<file path="src/rtl/instr_fetch_unit.sv">
// Fetch front end: owns the PC, reads a 1-cycle-latency instruction memory and
// queues {instr, pc} pairs for decode. Redirects flush the queue and any in-flight read.
module instr_fetch_unit #(
    parameter int                ADDR_W   = 8,
    parameter int                DATA_W   = 8,
    parameter logic [ADDR_W-1:0] RESET_PC = '0,
    parameter int                QDEPTH   = 2
) (
    input  logic              clk,
    input  logic              reset,
    input  logic              fetch_en,
    output logic              imem_en,
    output logic [ADDR_W-1:0] imem_addr,
    input  logic [DATA_W-1:0] imem_rdata,
    input  logic              redirect_valid,
    input  logic [ADDR_W-1:0] redirect_pc,
    output logic              instr_valid,
    input  logic              instr_ready,
    output logic [DATA_W-1:0] instr_data,
    output logic [ADDR_W-1:0] instr_pc
);

    localparam int PTR_W = (QDEPTH > 1) ? $clog2(QDEPTH) : 1;
    localparam int CNT_W = $clog2(QDEPTH + 1);

    logic [ADDR_W-1:0] fetch_pc;
    logic [CNT_W-1:0]  count;
    logic [PTR_W-1:0]  rd_ptr;
    logic [PTR_W-1:0]  wr_ptr;

    // p1: the read issued last cycle; its data is on imem_rdata this cycle
    logic              vld_p1;
    logic [ADDR_W-1:0] pc_p1;
    logic              discard_p1;

    logic [DATA_W-1:0] q_data [QDEPTH];
    logic [ADDR_W-1:0] q_pc   [QDEPTH];

    logic              not_empty;
    logic              pop;
    logic              push;
    logic [CNT_W:0]    occupancy;

    assign not_empty   = (count != '0);
    assign instr_valid = not_empty & ~redirect_valid;
    assign pop         = instr_valid & instr_ready;
    assign push        = vld_p1 & ~discard_p1 & ~redirect_valid;

    // Slots already committed: queued entries plus the returning read, minus the one leaving
    assign occupancy = {1'b0, count} + (CNT_W+1)'(vld_p1) - (CNT_W+1)'(pop);

    assign imem_en   = fetch_en & ~redirect_valid & ~reset
                     & (occupancy < (CNT_W+1)'(QDEPTH));
    assign imem_addr = fetch_pc;

    assign instr_data = not_empty ? q_data[rd_ptr] : '0;
    assign instr_pc   = not_empty ? q_pc[rd_ptr]   : '0;

    always_ff @(posedge clk or posedge reset) begin
        if (reset) begin
            fetch_pc   <= RESET_PC;
            count      <= '0;
            rd_ptr     <= '0;
            wr_ptr     <= '0;
            vld_p1     <= 1'b0;
            discard_p1 <= 1'b0;
        end else begin
            discard_p1 <= redirect_valid;
            if (redirect_valid) begin
                fetch_pc <= redirect_pc;
                count    <= '0;
                rd_ptr   <= '0;
                wr_ptr   <= '0;
                vld_p1   <= 1'b0;
            end else begin
                vld_p1 <= imem_en;
                if (imem_en)
                    fetch_pc <= fetch_pc + ADDR_W'(1);
                if (push)
                    wr_ptr <= wr_ptr + PTR_W'(1);
                if (pop)
                    rd_ptr <= rd_ptr + PTR_W'(1);
                count <= count + CNT_W'(push) - CNT_W'(pop);
            end
        end
    end

    // Datapath storage carries no reset; emptiness is tracked by count alone
    always_ff @(posedge clk) begin
        if (imem_en)
            pc_p1 <= fetch_pc;
        if (push) begin
            q_data[wr_ptr] <= imem_rdata;
            q_pc[wr_ptr]   <= pc_p1;
        end
    end

endmodule

</file>
<file path="config.mk">
export PLATFORM = sky130hd
export DESIGN_NAME = instr_fetch_unit
export DESIGN_NICKNAME = d
export VERILOG_FILES = /design/src/rtl/instr_fetch_unit.sv
export SDC_FILE = /design/constraint.sdc
export NUM_CORES = 1
export LEC_CHECK = 0
export CELL_PAD_IN_SITES_DETAIL_PLACEMENT = 1
export CELL_PAD_IN_SITES_GLOBAL_PLACEMENT = 2
export CORE_MARGIN = 3
export CORE_UTILIZATION = 31
export DETAILED_ROUTE_END_ITERATION = 7
export PLACE_DENSITY = 0.84
export RECOVER_POWER = 100
export SYNTH_ARGS = -nofsm -noshare
export SYNTH_HDL_FRONTEND = slang
export SYNTH_SLANG_ARGS = --single-unit
</file>
<file path="constraint.sdc">
create_clock -name clk -period 2.44 [get_ports clk]
set_input_delay 0.488 -clock clk [delete_from_list [all_inputs] [get_ports clk]]
set_output_delay 0.488 -clock clk [all_outputs]
set_load 0.03 [all_outputs]
</file>
# Word level (Yosys, flattened, before mapping)
# Memory sizes are Yosys's and may differ from the RTL's.
# Cells that the tools add are included.
[totals]
mem_bits_rw = 32
in_bits = 21
register_bits = 22
mem_count = 2
wordCells = 43
out_inout_bits = 26
[memory_table]
columns = ["memory", "depth", "width", "read_ports", "rd_ports_with_merged_regs", "wr", "line_no", "text"]
rows = [
  ["q_data", 2, 8, 1, 0, 1, "36", "logic [DATA_W-1:0] q_data [QDEPTH];"],
  ["q_pc", 2, 8, 1, 0, 1, "37", "logic [ADDR_W-1:0] q_pc [QDEPTH];"],
]
[classes]
mux = 12
bitwise = 10
n_lt_le_gt_ge = 1
addsub = 7
reduce_logical = 4
[ops]
columns = ["cell", "count"]
rows = [
  ["2-to-1 mux 8 bit", 4],
  ["adder 8 x 1 -> 8 bit (second input constant)", 1],
  ["nonzero test 2 bit", 4],
  ["bitwise AND 1 bit", 7],
  ["2-to-1 mux 1 bit", 7],
  ["adder 2 x 1 -> 3 bit", 1],
  ["< comparator 3 x 2 -> 1 bit (second input constant)", 1],
  ["NOT 1 bit", 3],
  ["subtractor 3 x 1 -> 3 bit", 1],
  ["adder 1 bit (second input constant)", 2],
  ["adder 2 x 1 -> 2 bit", 1],
  ["2-to-1 mux 2 bit", 1],
  ["subtractor 2 x 1 -> 2 bit", 1],
]

# Depth between registers and ports, before layout
# Gate-level depths: netlist of the first run.
[depth]
depth_word = 8
ltp_mapped = 10
mapped_depth_nobuf = 10

# Least setup slack after synthesis of the first run
# No wires, ideal clock.
[synth_path]
path_type = "reg2out"
startpoint = "register count[1]"
endpoint = "output imem_en"
required_ns = 1.952
slack_ns = -0.120
t_arrival_ns = 2.072
stages_incl_launch_ff = 7
cell_sequence = "dfrtp_1 -> nor2_1 -> nor3_1 -> fa_1 -> nand4bb_1 -> or2_4 -> inv_2"
[synth_between]
elab_chain_len = 6
word_cells_on_any_way = 7
cone_classes = "2 x add/sub; 1 x order compare; 3 x bitwise; 1 x reduce/logical"
[synth_lines]
columns = ["item", "line_no", "text"]
rows = [
  ["start, declared", "27", "logic [CNT_W-1:0] count;"],
  ["start signal, assigned", "83", "count <= count + CNT_W'(push) - CNT_W'(pop);"],
  ["nonzero test 2 bit", "44", "assign not_empty = (count != '0);"],
  ["bitwise AND 1 bit", "45", "assign instr_valid = not_empty & ~redirect_valid;"],
  ["bitwise AND 1 bit", "46", "assign pop = instr_valid & instr_ready;"],
  ["subtractor 3 x 1 -> 3 bit (*)", "50", "assign occupancy = {1'b0, count} + (CNT_W+1)'(vld_p1) - (CNT_W+1)'(pop);"],
  ["< comparator 3 x 2 -> 1 bit (*)", "53", "& (occupancy < (CNT_W+1)'(QDEPTH));"],
  ["bitwise AND 1 bit (*)", "53", ""],
  ["end, declared", "12", "output logic imem_en,"],
]
# Mark *: on every way between the ends. The rest lies on a longest branch, timed or not.

# Worst setup path after layout of the first run
# Ends and elaborated chain as after synthesis.

==> results of run 1 <==
[power by group]
group	switching, mW	internal [mW]
clock network	0.281	0.306
logic	0.147	0.130
registers	0.0375	1.02
[flip-flops by register name, indices dropped and copies added (netlist names)]
signal,flops
count,2
imem_addr,8
pc_p1,8
rd_ptr,1
vld_p1,1
discard_p1,1
wr_ptr,1
q_pc,16
q_data,16
[metrics by stage]
stage / cell area (µm²) / total power [mW]
final: 3070 / 1.92
after global routing: 3070 / 2.01
after CTS: 3000 / 1.94
after detailed placement: 2850 / 1.34
after global placement: 2850 / 1.34
after floorplan: 2250 / 1.21
[kinds of logic after synthesis]
logic type	Yosys count	share of synthesized area
flops	54	0.692
xor+xnor	6	0.0234
mux	17	0.0759
compound gates	18	0.0608
fa+ha+maj	4	0.0257
simple gates	46	0.0977
buf+inv	12	0.0246
[final cells by class]
class                      count  area [µm²]
tap                           96         120
fill                         740        3830
inverter                       7        28.8
multi-input combinational     91         661
clock buffer                   6        72.6
clock inverter                 2        37.5
sequential                    54        1550
timing repair buffer          66         601
[synth_stat cells]
master	count	area (µm²)
ha_1	3	37.5
a221o_1	5	50.1
mux2i_1	17	170
inv_1	5	18.8
and3_1	3	18.8
or2_4	1	8.76
a21o_1	1	7.51
o21ai_0	2	10.0
nor2b_1	2	12.5
nor4_2	1	12.5
nor2_1	24	90.1
dfrtp_1	14	350
xnor2_1	3	26.3
a21bo_1	2	20.0
edfxtp_1	40	1200
nand4bb_1	1	11.3
nor3b_1	1	7.51
a32o_1	1	10.0
buf_2	2	10.0
xor2_1	3	26.3
clkbuf_1	2	7.51
nand3_1	3	15.0
a31o_1	1	8.76
fa_1	1	20.0
nor3_1	4	20.0
nand2_1	6	22.5
inv_2	2	7.51
o21ai_1	6	30.0
buf_6	1	11.3
[how the worst max path moves through the flow]
| stage | start | end | slack, ns |
|---|---|---|---|
| after global routing | count[1] | imem_en | -0.28 |
| after floorplan | redirect_valid | imem_en | 0.04 |
| after detailed placement | redirect_valid | imem_addr[4] | -0.56 |
| after CTS | vld_p1 | imem_en | -0.15 |
| after global placement | redirect_valid | imem_en | -0.48 |
| final | count[1] | imem_en | -0.21 |
[critical path: stages (launching register included)]
cell       delay [ns]
dfrtp_2          0.47
nor2_4           0.16
nor3_4           0.05
fa_1             0.53
nand4bb_1        0.16
or2_4            0.30
inv_4            0.06
buf_6            0.12
[metal layers]
metal  vias to the layer above  global-route usage
met5                         -                   0
met4                         0              0.0339
met3                         4              0.0273
met2                        33               0.215
met1                       707               0.150
li1                        706                   -
[what timing repair did]
item / in CTS / in global routing
cloned: 0 / 0
hold buffers: 0 / 0
resized for setup: 13 / 12
setup buffers: 4 / 6
pin swaps: 4 / 6
hold endpoints to repair: 0 / 0
setup endpoints to repair: 17 / 14
==> impl_metrics.yaml, run 1 <==
run_status:
  status: "finished with violations"
  violations: "negative setup slack"
power_and_ir_drop:
  p_leak_nw: 1.29
  p_per_area_nw_per_um2: 625
  peakVddDrop_mv: 0.283
die:
  die_w_um: 91.0
  start_util: 0.325
  rows: 30
  die-height_um: 91.0
  core_um2: 6910
  num_io_pins: 47
  die_area_um2: 8290
layout:
  final_common_cell: "edfxtp_1"
  areaGrowthSynthToFinish_pct: 37.1
  antenna_cells: 0
  finalNonFillerCells: 322
  final_util: 0.445
  final_cell_mix: "edfxtp_1, buf_4, nor2_1, clkdlybuf4s50_1, mux2i_1"
  drive_gt1_frac: 0.226
  num-nets-final: 250
routing:
  top_layer: "met4"
  met1Wirelength_mm: 2.25
  drcViolationCount: 0
  wl_met3_um: 183
  ant_nets: 0
  wl_per_cell_um: 15.6
  routed_wl_mm: 5.01
  vias_per_cell: 4.50
  num_vias: 1450
  first_pass_iters: 4
  wl_met2_mm: 2.54
  first_iter_violations: 53
timing:
  fin_crit_sh: 1.09
  slew_violations: 0
  hold_violations: 0
  finalSetupViolCount: 3
  fin_skew_ns: 0.00666
  fin_crit_ns: 2.65
  tns_ns: -0.346
  worst_slew_pin_slew_ns: 0.590
  slew_headroom: 0.606
  hold-worst-slack_ns: 0.458
  clock.fmax_mhz: 377
  setup_ws_ns: -0.212
  rsz0062_at_grt: "true"
clocking:
  numCtsBuffers: 5
  clk_pin_slew_ns: 0.09
  clk_root_buffer_cell: "clkbuf_8"
  cts.sinks: 54
  htree_num_levels: 2
  clock_path_buffers: 2
  cts_tree: "yes"
  worstSkewPairLatency_ns: 0.30
critical_path:
  reg2reg_to: "imem_addr[7]"
  r2r_cells: 10
  rrSetupSlack_ns: -0.08
  endpoint_kind: "output pin"
  cp_max_fo: 5
  cp.required_ns: 1.95
  critical_path_class: "register to output pin"
  arrival_ns: 2.16
  r2r-start: "count[1]"
  critPathLaunchType: "register"
placed_design:
  port_buffers: 46
  dp_hpwl_mm: 3.36
  pre_cts_ws_ns: -0.560
  gp_congestion: 0.811
  place_inst: 305
global_routing:
  grt_overflow: 0
  grt_start_max_net_pins: 19
  antenna_found_initial: 0
  grt_use_total: 0.122
  grt_pass1_vias: 1577
  grt_pass1_wl_mm: 7.98
min_path:
  hold_depth: 0
  worstHoldEndpoint: "q_pc[1][1]"
  min_from: "pc_p1[1]"
  hp-class: "register to register"
logic_synthesis:
  synth_seq_cells: 54
  synthesis.area_um2: 2240
  yosys_warnings: 0
  syn-num-nets: 182
  netlist_instances: 157
  synth.avg_cell_area_um2: 14.3
  ys_seq_area_frac: 0.692
  ys_types: 29
job:
  drv_cap: 0
Power figures use the tool's default switching activity.
==> inputs of run 2 (changes only) <==
SETUP_SLACK_MARGIN = 0.2   (was default)
==> run 2 against run 1 <==
Effect of this change: the run still ends with negative setup slack left; wire length rose by 1.6%; critical path depth did not move; cell area rose by 3.4%; clock power fell by 9.5%; via count rose by 6.3%; fmax rose by 2.5%; clock skew rose by 0.0017 ns; worst setup slack improved by 0.063 ns; non-clock buffer count rose by 6.
==> impl_metrics.yaml, run 2 (synthesis gave the netlist of run 1 again) <==
run_status:
  status: "finished with violations"
  violations: "negative setup slack"
power_and_ir_drop:
  p_per_area_nw_per_um2: 595
  p_leak_nw: 1.25
  peakVddDrop_mv: 0.261
  p_total_mw: 1.89
routing:
  num_vias: 1541
  wl_per_cell_um: 15.5
  vias_per_cell: 4.70
  routed_wl_mm: 5.09
  first_pass_iters: 4
  drcViolationCount: 0
  first_iter_violations: 46
  ant_nets: 0
clocking:
  htree_num_levels: 2
  numCtsBuffers: 5
  clock_path_buffers: 2
  cts_tree: "yes"
  clk_root_buffer_cell: "clkbuf_8"
  worstSkewPairLatency_ns: 0.31
  cts.sinks: 54
  cts_hold_buffers: 0
  clk_pin_slew_ns: 0.10
layout:
  num-nets-final: 256
  fillers: 747
  reg_top3: "q_data (16), q_pc (16)"
  areaGrowthSynthToFinish_pct: 41.7
  drive_gt1_frac: 0.272
  final_cell_mix: "edfxtp_1, buf_4, nor2_1, clkdlybuf4s50_1, mux2i_1"
  final_area_um2: 3180
  antenna_cells: 0
  seq_area_um2: 1550
  final_common_cell: "edfxtp_1"
  multiInputGateArea_um2: 691
critical_path:
  r2r_cells: 12
  critical_path_class: "register to output pin"
  critPathLaunchType: "register"
  worst_path_max_delay_cell: "fa_1"
  max_stage_delay_ns: 0.43
  path_cells: "xnor2_1, nand2_1, fa_1, xor2_2, or2_4, inv_8, buf_6"
  arrival_ns: 2.10
  cp_max_fo: 2
  endpoint_kind: "output pin"
  cp.required_ns: 1.95
timing:
  finalSetupViolCount: 3
  hold_violations: 0
  slew_headroom: 0.609
  fin_crit_ns: 2.59
  worst_slew_pin_slew_ns: 0.587
  slew_violations: 0
  rsz0062_at_grt: "true"
  tns_ns: -0.278
  clock.fmax_mhz: 386
  setup_ws_ns: -0.149
  fin_skew_ns: 0.00836
  fin_crit_sh: 1.06
job:
  drv_cap: 0
placed_design:
  port_buffers: 46
  pre_cts_ws_ns: -0.470
  gp_congestion: 0.765
  dp_hpwl_mm: 3.44
  dpl-instance-area_um2: 2880
global_routing:
  grt_start_max_net_pins: 19
  grt_pass1_vias: 1683
  grt_overflow: 0
  antenna_found_initial: 0
  grt_pass1_wl_mm: 8.31
  grt_use_total: 0.127
die:
  die_w_um: 91.0
  die_area_um2: 8290
  rows: 30
  start_util: 0.325
  num_io_pins: 47
  core_um2: 6910
  die-height_um: 91.0
min_path:
  hold_depth: 0
  hp-class: "register to register"
run 2: worst paths after layout:
path / startpoint / endpoint / slack, ns
setup / recovery: vld_p1 / imem_en / -0.15
setup reg to reg: vld_p1 / imem_addr[5] / -0.06
hold reg to reg: pc_p1[6] / q_pc[0][6] / 0.46
hold / removal: pc_p1[6] / q_pc[0][6] / 0.46
max in group asynchronous: reset / count[1] / 1.42
min in group asynchronous: reset / imem_addr[1] / 0.60
run 2: per-layer routing:
layer | share of wire | track usage | wire, µm
met5 | 0 | 0 | 0
met4 | 0.011 | 0.0415 | 57
met3 | 0.053 | 0.0340 | 270
met2 | 0.51 | 0.227 | 2590
met1 | 0.43 | 0.146 | 2180
run 2: stage by stage:
stage               hold slack [ns]  utilization  std cells
global placement              0.423        0.417        305
floorplan                     0.377            -        157
detailed placement            0.436        0.417        305
finish                        0.461        0.460        328
global route                  0.487        0.460        328
CTS                           0.457        0.449        323
run 2: cell type report:
| class | count | share of cell area |
|---|---|---|
| Clock buffer | 6 | 0.0260 |
| Tap cell | 96 | 0.0378 |
| Multi-Input combinational cell | 91 | 0.217 |
| Clock inverter | 2 | 0.00512 |
| Inverter | 7 | 0.0114 |
| Sequential cell | 54 | 0.489 |
| Timing Repair Buffer | 72 | 0.213 |
run 2: timing repair:
item | in CTS | in global routing
hold endpoints to repair | 0 | 0
setup buffers | 10 | 5
gates resized for setup | 33 | 10
pin swaps | 7 | 6
endpoints found under the setup margin | 24 | 16
cloned | 0 | 0
run 2: where the power goes:
part,switching (mW),internal [mW]
clock,0.297,0.234
combinational,0.158,0.147
sequential,0.0348,1.02
total,0.490,1.40
run 2: worst max-delay path: cells and delay by family (launching register included):
| family | cells | cell delay [ns] |
|---|---|---|
| adders and majority gates | 1 | 0.43 |
| DFF | 1 | 0.40 |
| xor gates and xnor gates | 2 | 0.40 |
| and+or+nand+nor | 2 | 0.40 |
| buffers and inverters | 2 | 0.18 |
